--- src/rtl/vehicle_sensor_conditioner_if.sv ---
`default_nettype none
// ============================================================================
//  Module   : vehicle_sensor_conditioner_if
//  Purpose  : Bundles the detector input and the conditioned outputs of the
//             vehicle sensor conditioner into one connection.
//  Signals  : raw_sensor    - raw, asynchronous, bouncy detector input
//             sensor        - conditioned vehicle request to the controller
//             vehicle_count - saturating count of debounced arrivals
//             stuck_fault   - high while the detector is declared stuck
//  Modports : master - detector side (drives raw_sensor, observes outputs)
//             slave  - conditioner side
//  Revision : 1.0 - initial release
// ============================================================================
interface vehicle_sensor_conditioner_if #(
  parameter int CNT_W = 8
);
  logic             raw_sensor;
  logic             sensor;
  logic [CNT_W-1:0] vehicle_count;
  logic             stuck_fault;

  modport master (
    output raw_sensor,
    input  sensor,
    input  vehicle_count,
    input  stuck_fault
  );

  modport slave (
    input  raw_sensor,
    output sensor,
    output vehicle_count,
    output stuck_fault
  );
endinterface
`default_nettype wire

--- src/rtl/vehicle_sensor_conditioner.sv ---
`default_nettype none
// ============================================================================
//  Module   : vehicle_sensor_conditioner
//  Purpose  : Cleans the raw side-road vehicle detector signal into the single
//             bit request used by the traffic light controller: 2-flop
//             synchroniser, debouncer, presence hold-over extension and
//             stuck-detector fault handling, plus a saturating arrival count.
//  Ports    : clk  - system clock, rising edge
//             clr  - synchronous active-high reset
//             bus  - slave side of vehicle_sensor_conditioner_if
//                    (raw_sensor in; sensor, vehicle_count, stuck_fault out,
//                    all outputs registered)
//  Revision : 1.0 - initial release
// ============================================================================
module vehicle_sensor_conditioner #(
  parameter int DEBOUNCE_CYCLES = 4,
  parameter int HOLD_CYCLES     = 8,
  parameter int STUCK_CYCLES    = 64,
  parameter int CNT_W           = 8
) (
  input wire                          clk,
  input wire                          clr,
  vehicle_sensor_conditioner_if.slave bus
);

  localparam int c_deb_w     = 8;
  localparam int c_deb_last  = DEBOUNCE_CYCLES - 1;
  localparam int c_hold_w    = (HOLD_CYCLES > 1) ? $clog2(HOLD_CYCLES) : 1;
  localparam int c_hold_last = (HOLD_CYCLES > 0) ? HOLD_CYCLES - 1 : 0;
  localparam int c_stuck_w   = (STUCK_CYCLES > 1) ? $clog2(STUCK_CYCLES) : 1;
  localparam int c_stuck_last = (STUCK_CYCLES > 0) ? STUCK_CYCLES - 1 : 0;

  typedef enum logic [1:0] {
    S_IDLE    = 2'd0,
    S_PRESENT = 2'd1,
    S_HOLD    = 2'd2,
    S_FAULT   = 2'd3
  } state_t;

  // --------------------------------------------------------------------------
  // Synchroniser and debouncer
  // --------------------------------------------------------------------------
  logic               r_sync1;
  logic               r_sync2;
  logic               r_deb;
  logic [c_deb_w-1:0] r_deb_cnt;

  logic w_differ;
  logic w_flip;
  logic w_rise;
  logic w_fall;

  // The flip is decoded combinationally so the FSM reacts on the same edge
  // the debounced level changes; it depends only on registered signals, so
  // there is still no path from raw_sensor to any output.
  always_comb begin
    w_differ = r_sync2 ^ r_deb;
    w_flip   = w_differ && (r_deb_cnt == c_deb_w'(c_deb_last));
    w_rise   = w_flip && !r_deb;
    w_fall   = w_flip && r_deb;
  end

  always_ff @(posedge clk) begin
    if (clr) begin
      r_sync1   <= 1'b0;
      r_sync2   <= 1'b0;
      r_deb     <= 1'b0;
      r_deb_cnt <= '0;
    end else begin
      r_sync1 <= bus.raw_sensor;
      r_sync2 <= r_sync1;
      if (w_flip) begin
        r_deb     <= ~r_deb;
        r_deb_cnt <= '0;
      end else if (w_differ) begin
        r_deb_cnt <= r_deb_cnt + c_deb_w'(1);
      end else begin
        r_deb_cnt <= '0;
      end
    end
  end

  // --------------------------------------------------------------------------
  // Presence FSM
  // --------------------------------------------------------------------------
  state_t                r_state;
  state_t                w_state_next;
  logic [c_stuck_w-1:0]  r_stuck;
  logic [c_stuck_w-1:0]  w_stuck_next;
  logic [c_hold_w-1:0]   r_hold;
  logic [c_hold_w-1:0]   w_hold_next;
  logic                  w_count_inc;
  logic                  w_sensor_next;
  logic                  w_fault_next;

  always_ff @(posedge clk) begin
    if (clr) begin
      r_state <= S_IDLE;
    end else begin
      r_state <= w_state_next;
    end
  end

  always_comb begin
    w_state_next = r_state;
    w_stuck_next = r_stuck;
    w_hold_next  = r_hold;
    w_count_inc  = 1'b0;

    case (r_state)
      S_IDLE: begin
        if (w_rise) begin
          w_state_next = S_PRESENT;
          w_stuck_next = '0;
          w_count_inc  = 1'b1;
        end
      end

      S_PRESENT: begin
        // A fall on the stuck-limit edge is a genuine departure, so it wins.
        if (w_fall) begin
          w_hold_next = '0;
          if (HOLD_CYCLES == 0) begin
            w_state_next = S_IDLE;
          end else begin
            w_state_next = S_HOLD;
          end
        end else if (r_stuck == c_stuck_w'(c_stuck_last)) begin
          w_state_next = S_FAULT;
        end else begin
          w_stuck_next = r_stuck + c_stuck_w'(1);
        end
      end

      S_HOLD: begin
        // A new arrival beats hold expiry, even on the same edge.
        if (w_rise) begin
          w_state_next = S_PRESENT;
          w_stuck_next = '0;
          w_count_inc  = 1'b1;
        end else if (r_hold == c_hold_w'(c_hold_last)) begin
          w_state_next = S_IDLE;
        end else begin
          w_hold_next = r_hold + c_hold_w'(1);
        end
      end

      S_FAULT: begin
        if (w_fall) begin
          w_state_next = S_IDLE;
        end
      end

      default: begin
        w_state_next = S_IDLE;
      end
    endcase

    w_sensor_next = (w_state_next == S_PRESENT) || (w_state_next == S_HOLD);
    w_fault_next  = (w_state_next == S_FAULT);
  end

  // --------------------------------------------------------------------------
  // Timers, arrival counter and registered outputs
  // --------------------------------------------------------------------------
  logic             r_sensor;
  logic             r_fault;
  logic [CNT_W-1:0] r_count;

  always_ff @(posedge clk) begin
    if (clr) begin
      r_stuck  <= '0;
      r_hold   <= '0;
      r_count  <= '0;
      r_sensor <= 1'b0;
      r_fault  <= 1'b0;
    end else begin
      r_stuck  <= w_stuck_next;
      r_hold   <= w_hold_next;
      r_sensor <= w_sensor_next;
      r_fault  <= w_fault_next;
      if (w_count_inc && (r_count != {CNT_W{1'b1}})) begin
        r_count <= r_count + CNT_W'(1);
      end
    end
  end

  assign bus.sensor        = r_sensor;
  assign bus.stuck_fault   = r_fault;
  assign bus.vehicle_count = r_count;

endmodule
`default_nettype wire
--- src/flat_wrapper.sv ---
// flat-port wrapper written by rule: the top's interface ports become plain ports
module vehicle_sensor_conditioner_flat 
#(
  parameter int DEBOUNCE_CYCLES = 4,
  parameter int HOLD_CYCLES     = 8,
  parameter int STUCK_CYCLES    = 64,
  parameter int CNT_W           = 8
)
  (clk, clr, bus_raw_sensor, bus_sensor, bus_vehicle_count, bus_stuck_fault);
  vehicle_sensor_conditioner_if #(.CNT_W(CNT_W)) bus_i ();
  input wire clk;
  input wire clr;
  input wire logic [$bits(bus_i.raw_sensor)-1:0] bus_raw_sensor;
  output wire logic [$bits(bus_i.sensor)-1:0] bus_sensor;
  output wire logic [$bits(bus_i.vehicle_count)-1:0] bus_vehicle_count;
  output wire logic [$bits(bus_i.stuck_fault)-1:0] bus_stuck_fault;
  assign bus_i.raw_sensor = bus_raw_sensor;
  assign bus_sensor = bus_i.sensor;
  assign bus_vehicle_count = bus_i.vehicle_count;
  assign bus_stuck_fault = bus_i.stuck_fault;
  vehicle_sensor_conditioner #(.DEBOUNCE_CYCLES(DEBOUNCE_CYCLES), .HOLD_CYCLES(HOLD_CYCLES), .STUCK_CYCLES(STUCK_CYCLES), .CNT_W(CNT_W)) u_core (.clk(clk), .clr(clr), .bus(bus_i));
endmodule
--- config.mk ---
export PLATFORM = sky130hd
export DESIGN_NAME = vehicle_sensor_conditioner_flat
export DESIGN_NICKNAME = d
export VERILOG_FILES = /design/src/rtl/vehicle_sensor_conditioner_if.sv /design/src/rtl/vehicle_sensor_conditioner.sv /design/src/flat_wrapper.sv
export SDC_FILE = /design/constraint.sdc
export NUM_CORES = 1
export LEC_CHECK = 0
export CORE_MARGIN = 2
export CORE_UTILIZATION = 56
export CTS_CLUSTER_SIZE = 24
export DETAILED_ROUTE_END_ITERATION = 10
export PLACE_DENSITY = 0.77
export SYNTH_ARGS = -nofsm -noshare
export SYNTH_HDL_FRONTEND = slang
export SYNTH_SLANG_ARGS = --single-unit
--- constraint.sdc ---
create_clock -name clk -period 2.8 [get_ports clk]
set_input_delay 0.56 -clock clk [delete_from_list [all_inputs] [get_ports clk]]
set_output_delay 0.56 -clock clk [all_outputs]
set_load 0.02 [all_outputs]
# After elaboration in Yosys (flattened, before gate mapping)
# Index checks and enable logic that the tools add are counted.
dict set report word_totals {
  elab_cells 63
  inputBits 3
  output_inout_bits 10
  regBits 32
}
dict set report classes {
  eq_ne 16
  bitwise 3
  mux 17
  add_sub_neg 4
  reduce_logical 13
}
# op n
set op_table {}
lappend op_table {{$mux W6} 3}
lappend op_table {{$add A8 B1 Y8 const B} 2}
lappend op_table {{$mux W2} 6}
lappend op_table {{$pmux W6 S2} 1}
lappend op_table {{$mux W3} 3}
lappend op_table {{$eq A2 B2 Y1 const B} 4}
lappend op_table {{$eq A8 B2 Y1 const B} 1}
lappend op_table {{$ne A2 B2 Y1 const B} 4}
lappend op_table {{$ne A8 B8 Y1 const B} 1}
lappend op_table {{$pmux W2 S4} 1}
lappend op_table {{$reduce_and A4 Y1} 2}
lappend op_table {{$add A6 B1 Y6 const B} 1}
lappend op_table {{$eq A6 B6 Y1 const B} 1}
lappend op_table {{$pmux W3 S2} 1}
lappend op_table {{$eq A2 B1 Y1 const B} 2}
lappend op_table {{$logic_and A1 B1 Y1} 4}
lappend op_table {{$ne A2 B1 Y1 const B} 2}
lappend op_table {{$reduce_bool A2 Y1} 2}
lappend op_table {{$add A3 B1 Y3 const B} 1}
lappend op_table {{$eq A3 B3 Y1 const B} 1}
lappend op_table {{$reduce_or A3 Y1} 1}
lappend op_table {{$logic_not A2 Y1} 1}
lappend op_table {{$mux W1} 2}
lappend op_table {{$not A1 Y1} 2}
lappend op_table {{4 further kinds} 4}

# Depth between registers and ports, before layout
dict set report depth {
  word_depth 7
  ltp_mapped 7
  mapped_depth_nobuf 7
}

# Worst setup path after synthesis
# OpenSTA, ideal clock, no wires.
dict set report synth_timing {
  path_kind {flip-flop to flip-flop}
  start {reg u_core.r_deb_cnt[0]}
  end {reg u_core.r_sensor (netlist: u_core.bus.sensor)}
  setup_ps 128
  synth_period_minus_slack_ps 1938
  slack_ps 862
  t_arrival_ps 1809
  path_stages_with_launch 8
  required_ps 2672
  n_path_buf 0
  cell_sequence {dfxtp_1 ha_1 nor4b_4 nand3_1 mux2i_1 o21ai_0 ha_1 nor2b_1}
}
dict set report synth_between {
  elab_chain_len 7
  word_cells_on_any_way 12
  cone_classes {eq/ne (3); mux (5); reduce/logical (4)}
}
# element line
set synth_lines {}
lappend synth_lines {{start: declaration} vehicle_sensor_conditioner.sv:46} ;# logic [c_deb_w-1:0] r_deb_cnt;
lappend synth_lines {{start signal: assignment} vehicle_sensor_conditioner.sv:76} ;# r_deb_cnt <= r_deb_cnt + c_deb_w'(1);
lappend synth_lines {{$eq A8 B2 Y1 (*)} vehicle_sensor_conditioner.sv:58} ;# w_flip = w_differ && (r_deb_cnt == c_deb_w'(c_deb_last));
lappend synth_lines {{$logic_and A1 B1 Y1 (*)} vehicle_sensor_conditioner.sv:58}
lappend synth_lines {{$logic_and A1 B1 Y1 (on tied branches)} {vehicle_sensor_conditioner.sv:60, vehicle_sensor_conditioner.sv:59}}
lappend synth_lines {{$mux W2 (on tied branches)} -}
lappend synth_lines {{$pmux W2 S4 (*)} vehicle_sensor_conditioner.sv:110} ;# case (r_state)
lappend synth_lines {{named net u_core.w_state_next[1]} vehicle_sensor_conditioner.sv:87} ;# state_t w_state_next;
lappend synth_lines {{$eq A2 B1 Y1 / $eq A2 B2 Y1 (equally long branches)} vehicle_sensor_conditioner.sv:159} ;# w_sensor_next = (w_state_next == S_PRESENT) || (w_state_next == S_HOLD);
lappend synth_lines {{$logic_or A1 B1 Y1 (*)} vehicle_sensor_conditioner.sv:159}
lappend synth_lines {{named net u_core.w_sensor_next} vehicle_sensor_conditioner.sv:93} ;# logic w_sensor_next;
lappend synth_lines {{end signal: assignment} vehicle_sensor_conditioner.sv:180} ;# r_sensor <= w_sensor_next;
lappend synth_lines {{end: declaration} vehicle_sensor_conditioner.sv:166} ;# logic r_sensor;
# The timed path passes the listed nets; every way through them passes the cells marked *.
# A chain may end at the register's enable or synchronous reset.

# Worst setup path after layout
# Ends and elaborated chain as after synthesis.

==> results.toml <==
[status]
outcome = "finished clean"

[critical_path]
critPathKind = "reg2reg"
cp_slowest_cell = "nor4b_4"
worstSetupEndpointType = "register"
path_cells = "ha_1 > nor4b_4 > nand3_1 > mux2i_1 > o21ai_0 > ha_1 > nor2b_1"
critPathMostFrequentCell = "ha_1"
crit_arrival_ns = 2.46
worstPathRequired_ns = 3.02
path_max_fanout = 9
cpPeakStageDelay_ns = 0.49
cp-start-kind = "register"

[global_route]
track_usage = 0.2154
grt_pass1_wl_um = 5423
grt_max_degree = 18
antenna_found_initial = 0
overflow = 0
grt_pass1_vias = 1279

[clock_network]
cts.clk_slew.worst_paths_ns = 0.09
clock_path_buffers = 2
clock_sinks = 32
cts-resized-gates = 0
cts_setup_buffers = 0
cts_tree = "built"
clock_latency_ns = 0.33
cts_made_buffers = 5
cts_root_buf = "clkbuf_4"
htreeDepth = 2
holdBufCountCts = 0

[place]
portBuffers = 12
gp_congestion = 0.8175
dpl_worst_slack_ns = 0.5940
place_hpwl_um = 2191

[finish]
drive_gt1_frac = 0.07937
area_growth_pct = 13.49
fin_nets = 198
diodes = 0
layout.cells.most_common = "dfxtp_1"
layout_common_cells = "32 x dfxtp_1, 15 x nand2_1, 12 x clkdlybuf4s50_1, 11 x nor2_1, 10 x nand3_1"
final_core_utilization = 0.6544

[hold_path]
hold_path.class = "reg2reg"

[synth]
yosysSeqAreaShare = 0.4136
syn_area_sq_um = 1549
yosysTopAreaCell = "dfxtp_1"
syn_area_per_cell_sq_um = 8.851
ys_types = 43
yosys_warnings = 0
synthesis.nets = 184
synthCells = 175
async_reset_ff_frac = 0
synthFlopType = "dfxtp_1"
synth_area_leaders = "dfxtp_1 41%, ha_1 4.8%, nand2_1 3.6%"
synth_seq_cells = 32
synth_edf_count = 0
synth_top_area_share = 0.4136

[pwr]
powerDensity_nw_per_um2 = 433.5
leakagePower_uw = 0.0006100
vdd_drop_max_v = 0.0003672

[floorplanning]
die_w_um = 56.60
die_h_um = 56.60
die-area_sq_um = 3203
start_util = 0.5766
fp-row-count = 19
core_area_sq_um = 2686
pin_count = 13

[timing]
hold_viol = 0
finClkSkew_ns = 0.006213
period_needed_ns = 2.241
fin_ws_ns = 0.5593
max_freq_ghz = 0.4463
setup_tns_ns = 0
period_share = 0.8002
rsz0062_at_grt = "false"
drv_slew = 0
setup_viol = 0
tightest_slew_ns = 0.6002
relSlewSlack = 0.5977

[route]
via_per_inst = 6.045
drt-initial-drc-count = 59
wl_per_cell_um = 13.88
drc = 0
detail-route-antenna-nets = 0
wirelength_um = 3053
firstDrtPassIters = 4
vias = 1330

[flow_run]
maxCapViolations = 0
synth_stat cells (2+ instances only):
| library cell | instances |
|---|---|
| dfxtp_1 | 32 |
| o31ai_1 | 3 |
| nor3_1 | 3 |
| o32ai_1 | 2 |
| nand2_1 | 15 |
| a21oi_1 | 9 |
| o2111ai_1 | 2 |
| o41ai_1 | 2 |
| nor4_1 | 3 |
| nand4_1 | 4 |
| o211ai_1 | 2 |
| nand3_1 | 10 |
| clkbuf_1 | 5 |
| nor2b_1 | 7 |
| nand2b_1 | 3 |
| ha_1 | 6 |
| or4_1 | 3 |
| o21a_1 | 2 |
| o21ai_0 | 7 |
| a31o_2 | 2 |
| nor2_1 | 11 |
| nand3b_1 | 2 |
| xnor2_1 | 2 |
| and4_1 | 2 |
| inv_1 | 8 |
| or3_1 | 4 |
| xor2_1 | 4 |
| and3_1 | 5 |
cells by family after synthesis:
group | count (synthesis) | synth area share
AND/OR/NAND/NOR | 78 | 0.2940
multiplexers | 2 | 0.01373
AO/OA/AOI/OAI | 37 | 0.1624
XOR/XNOR | 6 | 0.03393
adder cells (fa/ha/maj) | 6 | 0.04846
buffers and inverters | 14 | 0.03393
flip-flops | 32 | 0.4136
flip-flops by register name (all words and copies together), names as in the netlist:
| signal | count |
|---|---|
| u_core.bus.stuck_fault | 1 |
| u_core.r_sync1 | 1 |
| u_core.r_sync2 | 1 |
| u_core.r_hold | 3 |
| u_core.bus.sensor | 1 |
| u_core.r_stuck | 6 |
| u_core.bus.vehicle_count | 8 |
| u_core.r_deb_cnt | 8 |
| u_core.r_state | 2 |
| u_core.r_deb | 1 |
layer usage:
metal | vias to the layer above | wire (um) | track usage
met5 | - | 0 | 0
met3 | 7 | 125 | 0.06221
met4 | 0 | 60 | 0.09184
met2 | 23 | 1477 | 0.3522
met1 | 629 | 1389 | 0.2628
li1 | 671 | - | -
power breakdown:
part / switching (uW) / internal (uW) / total, uW
combinational: 10.8 / 5.40 / 16.2
sequential: 1.04 / 456 / 458
clock: 146 / 142 / 288
total: 158 / 604 / 762
path summary, 6_finish.rpt:
kind	startpoint	end	slack [ns]	cells past startpoint
setup / recovery	u_core.r_deb_cnt[0]	u_core.bus.sensor	0.56	7
hold / removal	u_core.r_sync1	u_core.r_sync2	0.46	1
setup reg to reg	u_core.r_deb_cnt[0]	u_core.bus.sensor	0.56	7
hold reg to reg	u_core.r_sync1	u_core.r_sync2	0.46	1
worst max-delay path: cells and delay by family, from the launching register on:
| kind | cells | cell delay (ns) |
|---|---|---|
| and+or+nand+nor | 3 | 0.86 |
| adders and majority gates | 2 | 0.51 |
| DFF | 1 | 0.39 |
| muxes | 1 | 0.26 |
| AOI/OAI and AO/OA | 1 | 0.12 |
stage by stage:
stage	power, uW	instance area (sq um)	hold WS, ns	cells
final	762.1	1758	0.4597	220
after global placement	483.9	1693	0.4342	213
after floorplan	478.6	1549	0.4138	175
after global routing	790.9	1758	0.4830	220
after detailed placement	484.2	1693	0.4518	213
after CTS	770.1	1758	0.4675	220
final cells by class:
type	instances	area, sq um
clock buffer	7	65.06
inverter	8	30.03
sequential	32	640.6
fill	233	928.4
multi-input combinational	129	855.8
timing repair buffer	13	127.6
tap	31	38.79
Power figures use the tool's default switching activity.
